==> src/rtl/rom_using_case_pkg.sv <==
// Shared constants for the case-decoded instruction ROM.
//   ROM_DEPTH : number of ROM words (64)
//   DATA_W    : read data width (32)
//   ADDR_W    : word-index address width (32)
//   OOR_DATA  : word returned for addresses at or beyond ROM_DEPTH
//   NOP       : all-zero word used for reset, chip-disable and unused slots
package rom_using_case_pkg;

  localparam int unsigned ROM_DEPTH = 64;
  localparam int unsigned DATA_W    = 32;
  localparam int unsigned ADDR_W    = 32;

  localparam logic [DATA_W-1:0] OOR_DATA = 32'h0000_0000;
  localparam logic [DATA_W-1:0] NOP      = 32'h0000_0000;

endpackage

==> src/rtl/rom_using_case.sv <==
// 64-word constant ROM decoded with a case statement on the full address,
// with a registered read port (one-cycle latency).
//   clk     : clock, rising edge
//   rst_n   : asynchronous active-low reset, clears data
//   address : word index (not a byte address)
//   read_en : read request, qualified by ce
//   ce      : chip enable; when low, data is cleared on the next edge
//   data    : registered read data
module rom_using_case
  import rom_using_case_pkg::ROM_DEPTH;
  import rom_using_case_pkg::DATA_W;
  import rom_using_case_pkg::ADDR_W;
  import rom_using_case_pkg::NOP;
#(
  parameter int unsigned        DEPTH    = ROM_DEPTH,
  parameter logic [DATA_W-1:0]  OOR_DATA = rom_using_case_pkg::OOR_DATA
) (
  input  logic              clk,
  input  logic              rst_n,
  input  logic [ADDR_W-1:0] address,
  input  logic              read_en,
  input  logic              ce,
  output logic [DATA_W-1:0] data
);

  always_ff @(posedge clk or negedge rst_n) begin
    if (!rst_n) begin
      data <= NOP;
    end else if (!ce) begin
      data <= NOP;
    end else if (read_en) begin
      // Decode uses all 32 address bits so high addresses never alias
      // onto the populated low words.
      case (address)
        32'd0:   data <= 32'h2008_0005;
        32'd1:   data <= 32'h2009_000A;
        32'd2:   data <= 32'h0109_5020;
        32'd3:   data <= 32'h0128_5822;
        32'd4:   data <= 32'h0109_6024;
        32'd5:   data <= 32'h0109_6825;
        32'd6:   data <= 32'h0109_702A;
        32'd7:   data <= 32'hAC0A_0000;
        32'd8:   data <= 32'h8C0F_0000;
        32'd9:   data <= 32'h114F_0001;
        32'd10:  data <= 32'h0000_0000;
        32'd11:  data <= 32'h0800_0000;
        // Unpopulated in-range words read as NOP; only true out-of-range
        // addresses return OOR_DATA, so an override of OOR_DATA does not
        // leak into words 12..63.
        default: data <= (address < DEPTH) ? NOP : OOR_DATA;
      endcase
    end
  end

endmodule

==> config.mk <==
export PLATFORM = sky130hd
export DESIGN_NAME = rom_using_case
export DESIGN_NICKNAME = d
export VERILOG_FILES = /design/src/rtl/rom_using_case_pkg.sv /design/src/rtl/rom_using_case.sv
export SDC_FILE = /design/constraint.sdc
export NUM_CORES = 1
export LEC_CHECK = 0
export ABC_AREA = 1
export BUFFER_PORTS_ARGS = -buffer_cell sky130_fd_sc_hd__buf_2
export CORE_MARGIN = 4
export CORE_UTILIZATION = 45
export DETAILED_ROUTE_END_ITERATION = 10
export HOLD_SLACK_MARGIN = 0.12
export PLACE_DENSITY = 0.83
export SLEW_MARGIN = 10
export SYNTH_ARGS = -nofsm -noshare
export SYNTH_HDL_FRONTEND = slang
export SYNTH_SLANG_ARGS = --single-unit
==> constraint.sdc <==
create_clock -name clk -period 0.8 [get_ports clk]
set_input_delay 0.16 -clock clk [delete_from_list [all_inputs] [get_ports clk]]
set_output_delay 0.16 -clock clk [all_outputs]
set_load 0.01 [all_outputs]
==> impl_results.md, run 1 <==
* Clk sink count at 18
* Clock latency on the worst-skew pair at 310 ps
* Via Count at 1733
* Number of max-cap violations at 0
* Global-route wire length before repair at 6.64 mm
* ANT cells at 0
* Post-Place Worst Slack at -555 ps
* Clk slew on worst S/H paths at 100 ps
* Synth warn at 0
* All-layer global routing usage at 23.6%
* Fin crit period at 1120 ps
* Tcrit/Tclk final at 140%
* Num CTS Buffers at 3
* Hold Fails Final Rpt at 0
* Critical Path RT at 1000 ps
* DIE AREA at 3750 um^2
* Final setup viols at 39
* End of the worst register-to-register path: data[17]
* Maximum fanout along the worst path at 6
* Status: finished, violations left
* Total congestion overflow at 0
* Share of post-route cells with drive strength above 1 at 61.4%
* Largest registers: data: 18 flops
* DR pass1 iterations at 4
* Antenna-violating nets left at 0
* Setup crit end kind: flip-flop
* Wire length per cell at 17.0 um
* CTS tree: yes
* Largest net degree at the start of global routing at 19
* RSZ-0062 raised after global routing: true
* Violated checks: negative setup slack
* Max reg flops at 18
* Kind of critical path: primary input to flip-flop
* Post-synth top flop: dfrtp_1
* Hold path startpoint: read_en
* Class of the tightest hold or removal check: primary input to flip-flop
* Post-synthesis sequential element count at 18
* Post-Syn Area at 1270 um^2
* CP arrival at 1320 ps
* Nets at 330
* Initial core utilization at 46.6%
* Most frequent cell after synthesis: nand2_1
* Via/cell ratio at 5.35
* H-tree depth at 1
* Post-route setup slack at -321 ps
* Fin area at 2400 um^2
* CORE AREA at 2730 um^2
* Area after DPL at 1710 um^2
* FFs w/ async S/R, synth at 100%
* Reg with most FFs: data
* Clk_skew at 0 ps
* Die Y-Extent at 61.2 um
* Area leader, netlist: dfrtp_1
* Post-DP HPWL at 2.60 mm
* R2R Path Start: data[17]
* Area grow syn2layout at 88.5%
* Largest cells by area after synthesis: dfrtp_1 35%, nand2_1 19%, nor2_1 11%
* EDFF count, synth at 0
* Placer Congestion at 0.883
* Hold Path Cell Cnt at 3
* PortBufs at 56
* WL final at 5.50 mm
* Vias in the first global route at 1562
* Worst setup SP type: primary input
* Commonest cells post-synth: 63 x nand2_1, 38 x nor2_1, 18 x dfrtp_1, 14 x buf_4, 13 x nand3_1
* Non-Filler Instances at 324
* Clock Tree Root: clkbuf_4
* DP Cell Count at 290
* Distinct cells, synth at 22
* Worst IR Drop VDD at 1.17 mV
* Lkg Pwr at 1.29 nW
* DRC violations left at 0
* Yosys top cell area share at 35.4%
* Initial antenna violation count at 0
* Pwr dens at 823 nW/um^2
* Cells after Synth at 194
* IO Pins at 68
* Core Rows at 19
* Final Max Tran Viols at 0
* DRT iter0 DRCs at 166
* Reg2Reg Setup Slack at -110 ps
* Peak Freq at 892 MHz
* Seq/Total Area, Yosys at 35.4%
* Die W at 61.2 um
* Worst-case clock buffer depth at 2
* Mean Syn Cell Area at 6.57 um^2
* Reg2reg path depth at 4
* Hold Path End: data[19]
==> kinds of logic after synthesis <==
logic type	count (synthesis)	synth area share (%)
AOI/OAI and AO/OA	21	10.1
buffers and inverters	30	13.1
DFF	18	35.4
other	1	0.294
and+or+nand+nor	124	41.2
==> power breakdown <==
group	switching [mW]	internal [mW]	total, mW
sequential	0.000000000596	0.909	0.909
clock	0.303	0.279	0.582
combinational	0.262	0.222	0.485
total	0.566	1.41	1.98
==> layout by cell type, fill, tap and decap left out, drive strengths merged <==
cell / count
buf: 98
o31ai: 1
nand2: 68
conb: 11
a21oi: 6
o311ai: 2
clkbuf: 4
nor2: 44
o21ai: 10
inv: 13
nand4: 1
dlygate4sd3: 1
o211ai: 2
nand3: 14
dfrtp: 18
==> critical path, stage by stage <==
cell and delay [ps]:
buf_4 140, buf_4 140, nand3_1 80, nor2_1 50, nand2_1 110, a21oi_1 80, nor2_1 260, nand2_1 140
nand2_1 110, nand2_1 70
==> how the worst max path moves through the flow <==
stage	from	endpoint	slack, ps
final	address[1]	data[16]	-320
after global routing	address[25]	data[16]	-420
after CTS	data[28]	data[28]	-200
after detailed placement	address[5]	data[12]	-550
after global placement	address[28]	data[0]	-520
after floorplan	address[28]	data[12]	-250
==> routing by layer <==
| layer | track usage, % | vias to the layer above | wire length [um] |
|---|---|---|---|
| li1 | - | 796 | - |
| met1 | 25.1 | 790 | 1770 |
| met5 | 0 | - | 0 |
| met3 | 3.98 | 32 | 439 |
| met4 | 12.4 | 0 | 310 |
| met2 | 43.8 | 115 | 2980 |
==> cell type report <==
cell class | instances | area [um^2]
Sequential cell | 18 | 450
Timing Repair Buffer | 99 | 759
Tap cell | 31 | 38.8
Fill cell | 125 | 333
Multi-Input combinational cell | 159 | 1060
Inverter | 13 | 58.8
Clock buffer | 4 | 36.3
==> through the flow <==
stage                     power, mW  hold WS, ps  setup TNS (ps)  utilization [%]
after floorplan                1.10         -136           -3550                -
after global placement         1.24         95.4           -7990             62.7
after detailed placement       1.24          101           -8370             62.7
after CTS                      1.88          139           -5970             79.0
after global routing           2.02          162           -9970             87.8
final                          1.98          148           -8470             87.8
==> what timing repair did <==
action | 4_1_cts | 5_1_grt
hold buffers | 1 | 0
endpoints found under the hold margin | 18 | 0
buffers inserted | 16 | 10
pin swaps | 40 | 29
gates resized for setup | 65 | 37
endpoints found under the setup margin | 39 | 39
cloned | 3 | 0
(Power assumes the default switching activity.)
==> run 2: changes to the inputs <==
--- a/config.mk
+++ b/config.mk
@@ -8,10 +8,10 @@
 export ABC_AREA = 1
 export BUFFER_PORTS_ARGS = -buffer_cell sky130_fd_sc_hd__buf_2
 export CORE_MARGIN = 4
-export CORE_UTILIZATION = 45
+export CORE_UTILIZATION = 48
 export DETAILED_ROUTE_END_ITERATION = 10
 export HOLD_SLACK_MARGIN = 0.12
-export PLACE_DENSITY = 0.83
+export PLACE_DENSITY = 0.88
 export SLEW_MARGIN = 10
 export SYNTH_ARGS = -nofsm -noshare
 export SYNTH_HDL_FRONTEND = slang
==> constraint.sdc (replaced) <==
create_clock -name clk -period 1.3 [get_ports clk]
set_input_delay 0.26 -clock clk [delete_from_list [all_inputs] [get_ports clk]]
set_output_delay 0.26 -clock clk [all_outputs]
set_load 0.01 [all_outputs]
==> run 2 against run 1 <==
Effect of this change: the flow now finishes without violations; largest cell class unchanged; setup slack improved by 450 ps; global-route usage fell by 6.5 points; cell area decreased by 31%; sequential share of layout area rose by 8.2 points.
==> impl_results.md, run 2 (synthesized netlist as in run 1, its figures left out) <==
* Global routing usage on met3 at 1.74% (-2.2 points)
* Peak Freq at 855 MHz
* Non-Filler Instances at 291 (-10%)
* DRC violations left at 0 (unchanged)
* Crit path buffers/inverters at 1 (-1)
* Commonest non-fill, non-tap cell in the layout: nand2_1
* Tcrit/Tclk final at 90.0%
* Worst-case clock buffer depth at 2 (unchanged)
* Die Y-Extent at 59.5 um (-2.8%)
* Stages on worst setup path at 10 (unchanged)
* Status: finished clean
* Largest net degree at the start of global routing at 25 (+6)
* Setup crit end kind: flip-flop
* Commonest non-fill, non-tap cells in the layout: 63 x nand2_1, 56 x buf_2, 38 x nor2_1
* Hold Path Cell Cnt at 3 (unchanged)
* Clock latency on the worst-skew pair at 280 ps (-30 ps)
* Worst path max stage delay at 200 ps (-60 ps)
* Area of the multi-input gates at 694 um^2 (-34%)
* Area grow syn2layout at 30.9%
* PostCTS Resize Cnt at 0 (-100%)
* CTS tree: yes
* Clock Tree Root: clkbuf_4
* H-tree depth at 1 (unchanged)
* ANT cells at 0 (unchanged)
* Class of the tightest hold or removal check: primary input to flip-flop
* Via/cell ratio at 4.76 (-11%)
* WL final at 2.92 mm (-47%)
* Gr busiest metal: met2
* Nets at 298 (-9.7%)
* Final Core Density at 66.7% (-21 points)
* Clk_skew at 0 ps (unchanged)
* Num CTS Buffers at 3 (unchanged)
* Met1 Use GR at 22.6% (-2.4 points)
* Kind of critical path: primary input to flip-flop
* Initial antenna violation count at 0 (unchanged)
* Worst IR Drop VDD at 0.629 mV (-46%)
* Vias in the first global route at 1206 (-23%)
* Reg2reg path depth at 2 (-2)
* Total power at 1.06 mW (-46%)
* Placer Congestion at 0.831 (-5.9%)
* DRT iter0 DRCs at 66 (-60%)
* FF/Latch Area at 450 um^2 (unchanged)
* Max reg flops at 18 (unchanged)
* Slowest stage cell, crit path: a21oi_2
* PortBufs at 56 (unchanged)
* CORE AREA at 2500 um^2 (-8.6%)
* Critical Path RT at 1530 ps (+530 ps)
* Post-CTS setup buffers at 0 (-16)
* Pwr dens at 635 nW/um^2 (-23%)
* Setup TNS Final at 0 ps (+8470 ps)
* Post-DP HPWL at 2.48 mm (-4.5%)
* All-layer global routing usage at 17.0% (-6.5 points)
* Clk slew on worst S/H paths at 90 ps (about the same)
* Met2 usage at 28.7% (-15 points)
* Lkg Pwr at 0.969 nW (-25%)
* DIE AREA at 3540 um^2 (-5.4%)
* DP Cell Count at 286 (-1.4%)
* Wire length per cell at 10.0 um (-41%)
* Final setup viols at 0 (-100%)
* Initial core utilization at 51.0% (+4.4 points)
* Core Rows at 18 (-1)
* Die W at 59.5 um (-2.8%)
* Number of max-cap violations at 0 (unchanged)
* Worst setup SP type: primary input
* Total congestion overflow at 0 (unchanged)
* Most used cell, CP: nand2_1
* Via Count at 1384 (-20%)
* IO Pins at 68 (unchanged)
* Critical path's top delay family: simple AND/OR/NAND/NOR gates
* Critical path, cell by cell: buf_2, nor2_1, nand2_1, nor2_8, nand2_1, a21oi_2, nor2_1, nand3_1, nand3_1, nand2_1
* Reg with most FFs: data
* Maximum fanout along the worst path at 10 (+4)
* Final Max Tran Viols at 0 (unchanged)
* RSZ-0062 raised after global routing: false
* Clk sink count at 18 (unchanged)
* Global-route wire length before repair at 4.79 mm (-28%)
* Fin crit period at 1170 ps
* Antenna-violating nets left at 0 (unchanged)
* CP arrival at 1400 ps (+80 ps)
* Post-CTS Hold Buffers at 1 (unchanged)
* Largest registers: data: 18 flops
* DR pass1 iterations at 5 (+1)
* FILL cells at 252 (+100%)
* Share of post-route cells with drive strength above 1 at 33.7% (-28 points)
* Hold Fails Final Rpt at 0 (unchanged)
==> run 2: area by class of cell <==
cell class	instances	area share, %
Multi-Input combinational cell	156	41.6
Tap cell	30	2.25
Timing Repair Buffer	70	24.0
Clock buffer	4	2.18
Sequential cell	18	27.0
Inverter	13	2.93
==> run 2: worst reg2reg max path, cell delays in order (launching register included) <==
cell and delay, ps:
dfrtp_1 390, nand2_1 60, o311ai_0 120
==> run 2: worst paths after layout <==
kind                             start  endpoint  slack (ps)
min reg2reg                   data[16]  data[16]         490
min in group asynchronous        rst_n   data[3]         430
max in group asynchronous        rst_n  data[29]         600
min                            read_en  data[24]         260
max reg2reg                   data[27]  data[27]         600
max                        address[11]  data[19]         130
==> run 2: power by group <==
group	switching (mW)	total [mW]	internal, mW
combinational	0.0989	0.171	0.0720
clock	0.158	0.329	0.171
sequential	0.000000000270	0.559	0.559
total	0.257	1.06	0.802
==> run 2: routing by layer <==
layer | wire [um] | up-vias
li1 | - | 730
met1 | 1290 | 603
met2 | 1340 | 47
met3 | 259 | 4
met4 | 32 | 0
met5 | 0 | -
==> run 2: through the flow <==
stage / hold slack [ps] / instance area (um^2) / setup slack [ps]
detailed placement: 203 / 1620 / -151
CTS: 250 / 1670 / 152
floorplan: -35.6 / 1310 / 98.0
global route: 250 / 1670 / 9.19
finish: 258 / 1670 / 130
global placement: 197 / 1620 / -121
